## src/rtl/uart_msg_pkg.sv

```systemverilog
// Shared types and constants for the uart_msg_tx message sequencer.
// Defining UART_MSG_CRLF_EN appends a CR/LF terminator to every message.
package uart_msg_pkg;

  typedef enum logic [2:0] {
    IDLE = 3'd0,
    SEND = 3'd1,
    ACK  = 3'd2,
    DONE = 3'd3,
    GAP  = 3'd4
  } state_e;

  localparam logic [7:0] ASCII_CR = 8'h0D;
  localparam logic [7:0] ASCII_LF = 8'h0A;

`ifdef UART_MSG_CRLF_EN
  localparam int unsigned CRLF_LEN = 2;
`else
  localparam int unsigned CRLF_LEN = 0;
`endif

  function automatic int unsigned tot_len(input int unsigned msg_len);
    return msg_len + CRLF_LEN;
  endfunction

endpackage

```

## src/rtl/uart_msg_rom.sv

```systemverilog
// Combinational byte selector: returns message byte idx, or CR/LF past the
// end of the message when UART_MSG_CRLF_EN is defined.
module uart_msg_rom
  import uart_msg_pkg::*;
#(
  parameter int unsigned          MSG_LEN = 12,
  parameter logic [8*MSG_LEN-1:0] MSG     = "Hello World!",
  parameter int unsigned          IDX_W   = 4
) (
  input  logic [IDX_W-1:0] idx,
  output logic [7:0]       data
);

  int unsigned idx_u;

  always_comb begin
    idx_u = 32'(idx);
    data  = '0;
    // First character sits in the top byte of the string literal.
    for (int unsigned k = 0; k < MSG_LEN; k++) begin
      if (idx_u == k) data = MSG[8*(MSG_LEN-1-k) +: 8];
    end
`ifdef UART_MSG_CRLF_EN
    if (idx_u == MSG_LEN)     data = ASCII_CR;
    if (idx_u == MSG_LEN + 1) data = ASCII_LF;
`endif
  end

endmodule

```

## src/rtl/uart_msg_tx.sv

```systemverilog
// Streams a fixed ASCII message byte by byte into a uart transmitter, one-shot
// or free-running with an idle gap. UART_MSG_CRLF_EN adds a CR/LF terminator.
module uart_msg_tx
  import uart_msg_pkg::*;
#(
  parameter int unsigned          MSG_LEN    = 12,
  parameter logic [8*MSG_LEN-1:0] MSG        = "Hello World!",
  parameter int unsigned          REPEAT     = 1,
  parameter int unsigned          GAP_CYCLES = 0
) (
  input  logic       clk,
  input  logic       rst,
  input  logic       enable,
  input  logic       start,
  input  logic       tx_busy,
  output logic       tx_start,
  output logic [7:0] tx_data,
  output logic       busy,
  output logic       done
);

  localparam int unsigned TOT_LEN = tot_len(MSG_LEN);
  localparam int unsigned IDX_W   = $clog2(TOT_LEN + 1);
  localparam int unsigned GAP_W   = (GAP_CYCLES > 0) ? $clog2(GAP_CYCLES + 1) : 1;
  localparam logic [IDX_W-1:0] LAST_IDX = IDX_W'(TOT_LEN - 1);
  localparam logic [GAP_W-1:0] GAP_LAST = GAP_W'((GAP_CYCLES > 0) ? GAP_CYCLES - 1 : 0);
  localparam bit REPEAT_EN = (REPEAT != 0);

  state_e           state_q, state_d;
  logic [IDX_W-1:0] idx_q, idx_d;
  logic [GAP_W-1:0] gap_q, gap_d;
  logic             tx_start_q, tx_start_d;
  logic [7:0]       tx_data_q, tx_data_d;
  logic             busy_q, busy_d;
  logic             done_q, done_d;
  logic [IDX_W-1:0] rom_idx;
  logic [7:0]       rom_data;

  // The ROM looks up the byte about to be sent, so tx_data loads on SEND entry.
  assign rom_idx = (state_q == DONE) ? idx_q + 1'b1 : '0;

  uart_msg_rom #(
    .MSG_LEN(MSG_LEN),
    .MSG    (MSG),
    .IDX_W  (IDX_W)
  ) u_rom (
    .idx (rom_idx),
    .data(rom_data)
  );

  always_comb begin
    state_d    = state_q;
    idx_d      = idx_q;
    gap_d      = gap_q;
    tx_data_d  = tx_data_q;
    done_d     = 1'b0;
    tx_start_d = (state_q == SEND);
    busy_d     = (state_q != IDLE);

    unique case (state_q)
      IDLE: begin
        idx_d = '0;
        gap_d = '0;
        if (REPEAT_EN ? enable : start) begin
          state_d   = SEND;
          tx_data_d = rom_data;
        end
      end
      SEND: state_d = ACK;
      ACK: begin
        if (tx_busy) state_d = DONE;
      end
      DONE: begin
        if (!tx_busy) begin
          if (idx_q != LAST_IDX) begin
            idx_d     = idx_q + 1'b1;
            state_d   = SEND;
            tx_data_d = rom_data;
          end else begin
            idx_d  = '0;
            done_d = 1'b1;
            gap_d  = '0;
            state_d = (GAP_CYCLES > 0) ? GAP : IDLE;
          end
        end
      end
      GAP: begin
        if (gap_q == GAP_LAST) state_d = IDLE;
        else                   gap_d   = gap_q + 1'b1;
      end
      default: state_d = IDLE;
    endcase
  end

  always_ff @(posedge clk) begin
    if (rst) begin
      state_q    <= IDLE;
      idx_q      <= '0;
      gap_q      <= '0;
      tx_start_q <= 1'b0;
      tx_data_q  <= '0;
      busy_q     <= 1'b0;
      done_q     <= 1'b0;
    end else begin
      state_q    <= state_d;
      idx_q      <= idx_d;
      gap_q      <= gap_d;
      tx_start_q <= tx_start_d;
      tx_data_q  <= tx_data_d;
      busy_q     <= busy_d;
      done_q     <= done_d;
    end
  end

  assign tx_start = tx_start_q;
  assign tx_data  = tx_data_q;
  assign busy     = busy_q;
  assign done     = done_q;

endmodule

```

## config.mk

```make
export PLATFORM = sky130hd
export DESIGN_NAME = uart_msg_tx
export DESIGN_NICKNAME = d
export VERILOG_FILES = /design/src/rtl/uart_msg_pkg.sv /design/src/rtl/uart_msg_rom.sv /design/src/rtl/uart_msg_tx.sv
export SDC_FILE = /design/constraint.sdc
export NUM_CORES = 1
export LEC_CHECK = 0
export CAP_MARGIN = 20
export CELL_PAD_IN_SITES_DETAIL_PLACEMENT = 0
export CELL_PAD_IN_SITES_GLOBAL_PLACEMENT = 1
export CORE_UTILIZATION = 44
export CTS_CLUSTER_SIZE = 12
export DETAILED_ROUTE_END_ITERATION = 8
export PLACE_DENSITY = 0.85
export SYNTH_ARGS = -nofsm -noshare
export SYNTH_HDL_FRONTEND = slang
export SYNTH_SLANG_ARGS = --single-unit
```

## constraint.sdc

```tcl
create_clock -name clk -period 2.7 [get_ports clk]
set_clock_uncertainty 0.2 [all_clocks]
set_input_delay 0.405 -clock clk [delete_from_list [all_inputs] [get_ports clk]]
set_output_delay 0.405 -clock clk [all_outputs]
set_load 0.1 [all_outputs]
```

==> implementation parameters <==
Parameter                              Value

Logic synthesis
  Mean Syn Cell Area ... just over 8 um^2
  Number of enable-type register cells in the synthesized netlist ... 0
  Warnings from Yosys ... 0
  Synth unique cells ... a little over 50
  Fraction of registers with async set/reset ... 0%
  Mux share of post-synthesis cell area ... around 3.5%
  Complex-gate fraction of the synthesized area ... 31.91%
  Fraction of the mapped netlist area in adder cells ... about 5.1%
  Post-synthesis net count ... around 160
  Area fraction in and, or, nand and nor cells after synthesis ... a little under a quarter
  Sequential area share after synthesis ... around a quarter
  Leading register cell type out of synthesis ... dfxtp_1
  Area of the mapped netlist ... about 1200 um^2
  Parity-gate share of the synthesized area counting xor and xnor cells ... ~2.1%
  Count of state elements after synthesis ... 16
  Mapped Cells ... ~150
  Main combinational cell family by area after synthesis ... compound AO/OA/AOI/OAI gates

CTS
  Cts-stage hold buffer count ... 0
  Clk sinks ... 16
  CTS tree ... yes
  Root buf cell ... clkbuf_4
  TritonCTS buffer count ... 3
  Cts repair resizes ... 0
  Buffer depth of the longest clock path ... 2
  Post-CTS Setup Inserts ... 0
  Clk Latency, worst-skew pair ... ~290 ps
  Clock slew seen by the registers of the worst setup and hold paths ... around 100 ps
  H-tree depth reported by CTS ... 1

Floorplanning
  Initial core utilization ... between 40% and 50%
  Number of standard-cell rows in the floorplan ... 18
  Ports placed on the boundary ... 16
  Overall die width ... roughly 55 um
  Placeable core area ... around 2500 um^2
  Total Die Area ... approximately 3000 um^2
  Die H ... between 50 and 60 um

Critical path
  Critical-path top delay cell ... ha_1
  Crit. End Element ... register
  End of the worst register-to-register path ... tx_data[3]
  Critical path data required time ... about 2700 ps
  Slowest stage delay, CP ... 580 ps
  Startpoint of the most critical register-to-register path ... idx_q[0]
  Crit-path cells ... ha_1 -> nand2b_1 -> o31ai_1 -> a211o_1 -> a221oi_2 -> nor4_2
  CP Launch Type ... register
  Crit Path Category ... register to register
  Worst r2r path cells ... 6
  Data arrival time of the critical path ... approximately 2200 ps
  Slack of the worst reg-to-reg path ... between 400 and 500 ps
  Critical path peak fanout ... 16

Flow run
  Max-cap violation count ... 0

Placement
  Detailed placement HPWL ... 1989 um
  Cell count after placement ... about 190
  Pre-CTS WS ... ~470 ps
  GPL Wtd Cong ... 0.7883
  Port buffer count ... 13

Detailed routing
  Final Routed Wirelength ... between 2000 and 3000 um
  Max layer used ... met4
  Per-cell via count in the routed design ... between 5 and 6
  Met1 layer wirelength in the final routing ... 1319 um
  DRT iter0 DRCs ... 30
  Routed length on met3 ... approximately 81 um
  Remaining antenna violation count ... 0
  Routed via count ... approximately 1.1k
  Drt drc ... 0
  Length of routed met2 wiring ... roughly 1200 um
  Detailed Routing Iterations Pass 1 ... 4
  Routed wire length per instance ... 13.86 um

Worst hold path
  Endpoint with the worst hold slack ... tx_data[4]
  Min-Delay Startpoint ... tx_data[4]
  Depth of the worst hold-timing path ... 1
  Worst hold path type ... register to register

Final layout
  Synthesis-to-finish area growth ... 11.21%
  Commonest non-fill, non-tap cells in the layout ... nor2_1 (19), dfxtp_1 (16), buf_4 (16), a21oi_1 (9), o21ai_0 (8)
  Number of fill cells in the layout ... 248
  Most common library cell in the layout ignoring fill and taps ... nor2_1
  Utilization after layout ... about 54%
  Number of nets in the layout ... 170
  Number of standard cells in the final layout excluding fillers ... ~190
  Share of layout cells above drive strength 1 ... approximately a fifth
  Number of diodes added for antenna fixing ... 0

Timing
  Headroom to the max-slew limit ... ~58%
  Setup TNS ... 0 ps
  Fin. Hold Viols ... 0
  RSZ-0062 raised after global routing ... false
  Setup ws final ... between 400 and 500 ps
  Final critical-path required period ... roughly 2200 ps
  Final Setup Violations ... 0
  Tightest Pin Transition ... approximately 630 ps
  Final period utilization ... just over 80%
  Number of max-slew violations in the final report ... 0
  Achievable Freq ... between 400 and 500 MHz

Global routing
  Overall global routing resource usage ... about a fifth
  Pin count of the biggest net entering global routing ... 22
  Overall overflow remaining after global route ... 0
  Global-route wire length before repair ... 4264 um
  Initial antenna violation count ... 0
  Vias in the first global route ... 960

Power and ir drop
  Peak ir drop on the vdd network ... approximately 1.1 mV
  Post-route total power ... ~1.2 mW
  Static Leak ... approximately 0.50 nW
  Areal power density over the cells ... about 880 nW/um^2

Run status
  Outcome ... finished, final reports clean
## worst max-delay path: cells and delay by family, from the launching register on
kind            cells  cell delay [ps]
compound gates      3              650
fa+ha+maj           1              580
simple gates        2              370
flops               1              330
## where the power goes
part	internal [mW]	switching (mW)	total, mW
logic	0.193	0.518	0.711
clock network	0.0823	0.0816	0.164
registers	0.292	0.0352	0.327
## layout make-up
type,count,area [um^2],share of cell area (%)
sequential,16,320.3,23.46
timing repair buffer,19,150.1,11.00
multi-input combinational,116,805.8,59.03
tap,30,37.54,2.750
inverter,4,15.01,1.100
clock buffer,4,36.28,2.658
## layer usage
| layer | track usage (%) | vias up |
|---|---|---|
| met5 | 0 | - |
| met2 | 31.93 | 14 |
| li1 | - | 570 |
| met1 | 25.66 | 521 |
| met3 | 6.389 | 2 |
| met4 | 2.564 | 0 |
## sequential cells by signal (all words and copies together) (netlist names)
signal / flops
idx_q: 4
tx_data: 7
tx_start: 1
done: 1
state_q: 2
busy: 1
## logic make-up (layout without fill, tap and decap cells)
| logic type | Yosys count | in the layout |
|---|---|---|
| simple gates | 53 | 53 |
| compound gates | 50 | 50 |
| buf+inv | 17 | 27 |
| flops | 16 | 16 |
| fa+ha+maj | 5 | 5 |
| mux | 4 | 4 |
| xor+xnor | 3 | 3 |
| other cells | 1 | 1 |
## cell usage after synthesis (2+ instances only)
cell type	n	area, um^2
a211oi_1	3	22.52
nor2b_1	3	18.77
mux2_2	2	22.52
a22o_1	2	17.52
a21oi_1	9	45.04
buf_4	4	30.03
buf_2	6	30.03
mux2i_1	2	20.02
nand2_1	5	18.77
nand2b_1	6	37.54
xor2_1	3	26.28
a221oi_1	2	17.52
o21ai_1	2	10.01
buf_6	2	22.52
a31oi_1	2	12.51
ha_1	5	62.56
nor3_1	4	20.02
o21ai_0	8	40.04
nand3_1	4	20.02
nand3b_1	3	22.52
inv_1	4	15.01
a32o_1	2	20.02
nor2_1	19	71.32
dfxtp_1	16	320.3
o211ai_1	3	22.52
a211o_1	3	26.28
## metrics by stage
stage / instance area [um^2] / hold slack (ps)
global route: 1365 / 301.3
floorplan: 1227 / 276.0
finish: 1365 / 279.2
CTS: 1365 / 284.1
global placement: 1329 / 253.6
detailed placement: 1329 / 260.7
## worst max path at each step
| stage | start | endpoint | depth (start not counted) |
|---|---|---|---|
| 2_1_floorplan | idx_q[0] | tx_data[3] | 6 |
| 3_3_place_gp | idx_q[0] | tx_data[3] | 6 |
| 3_5_place_dp | enable | tx_data[1] | 6 |
| 4_1_cts | idx_q[0] | tx_data[3] | 6 |
| 5_1_grt | idx_q[0] | tx_data[3] | 6 |
| 6_report | idx_q[0] | tx_data[3] | 6 |
Power figures use the tool's default switching activity.
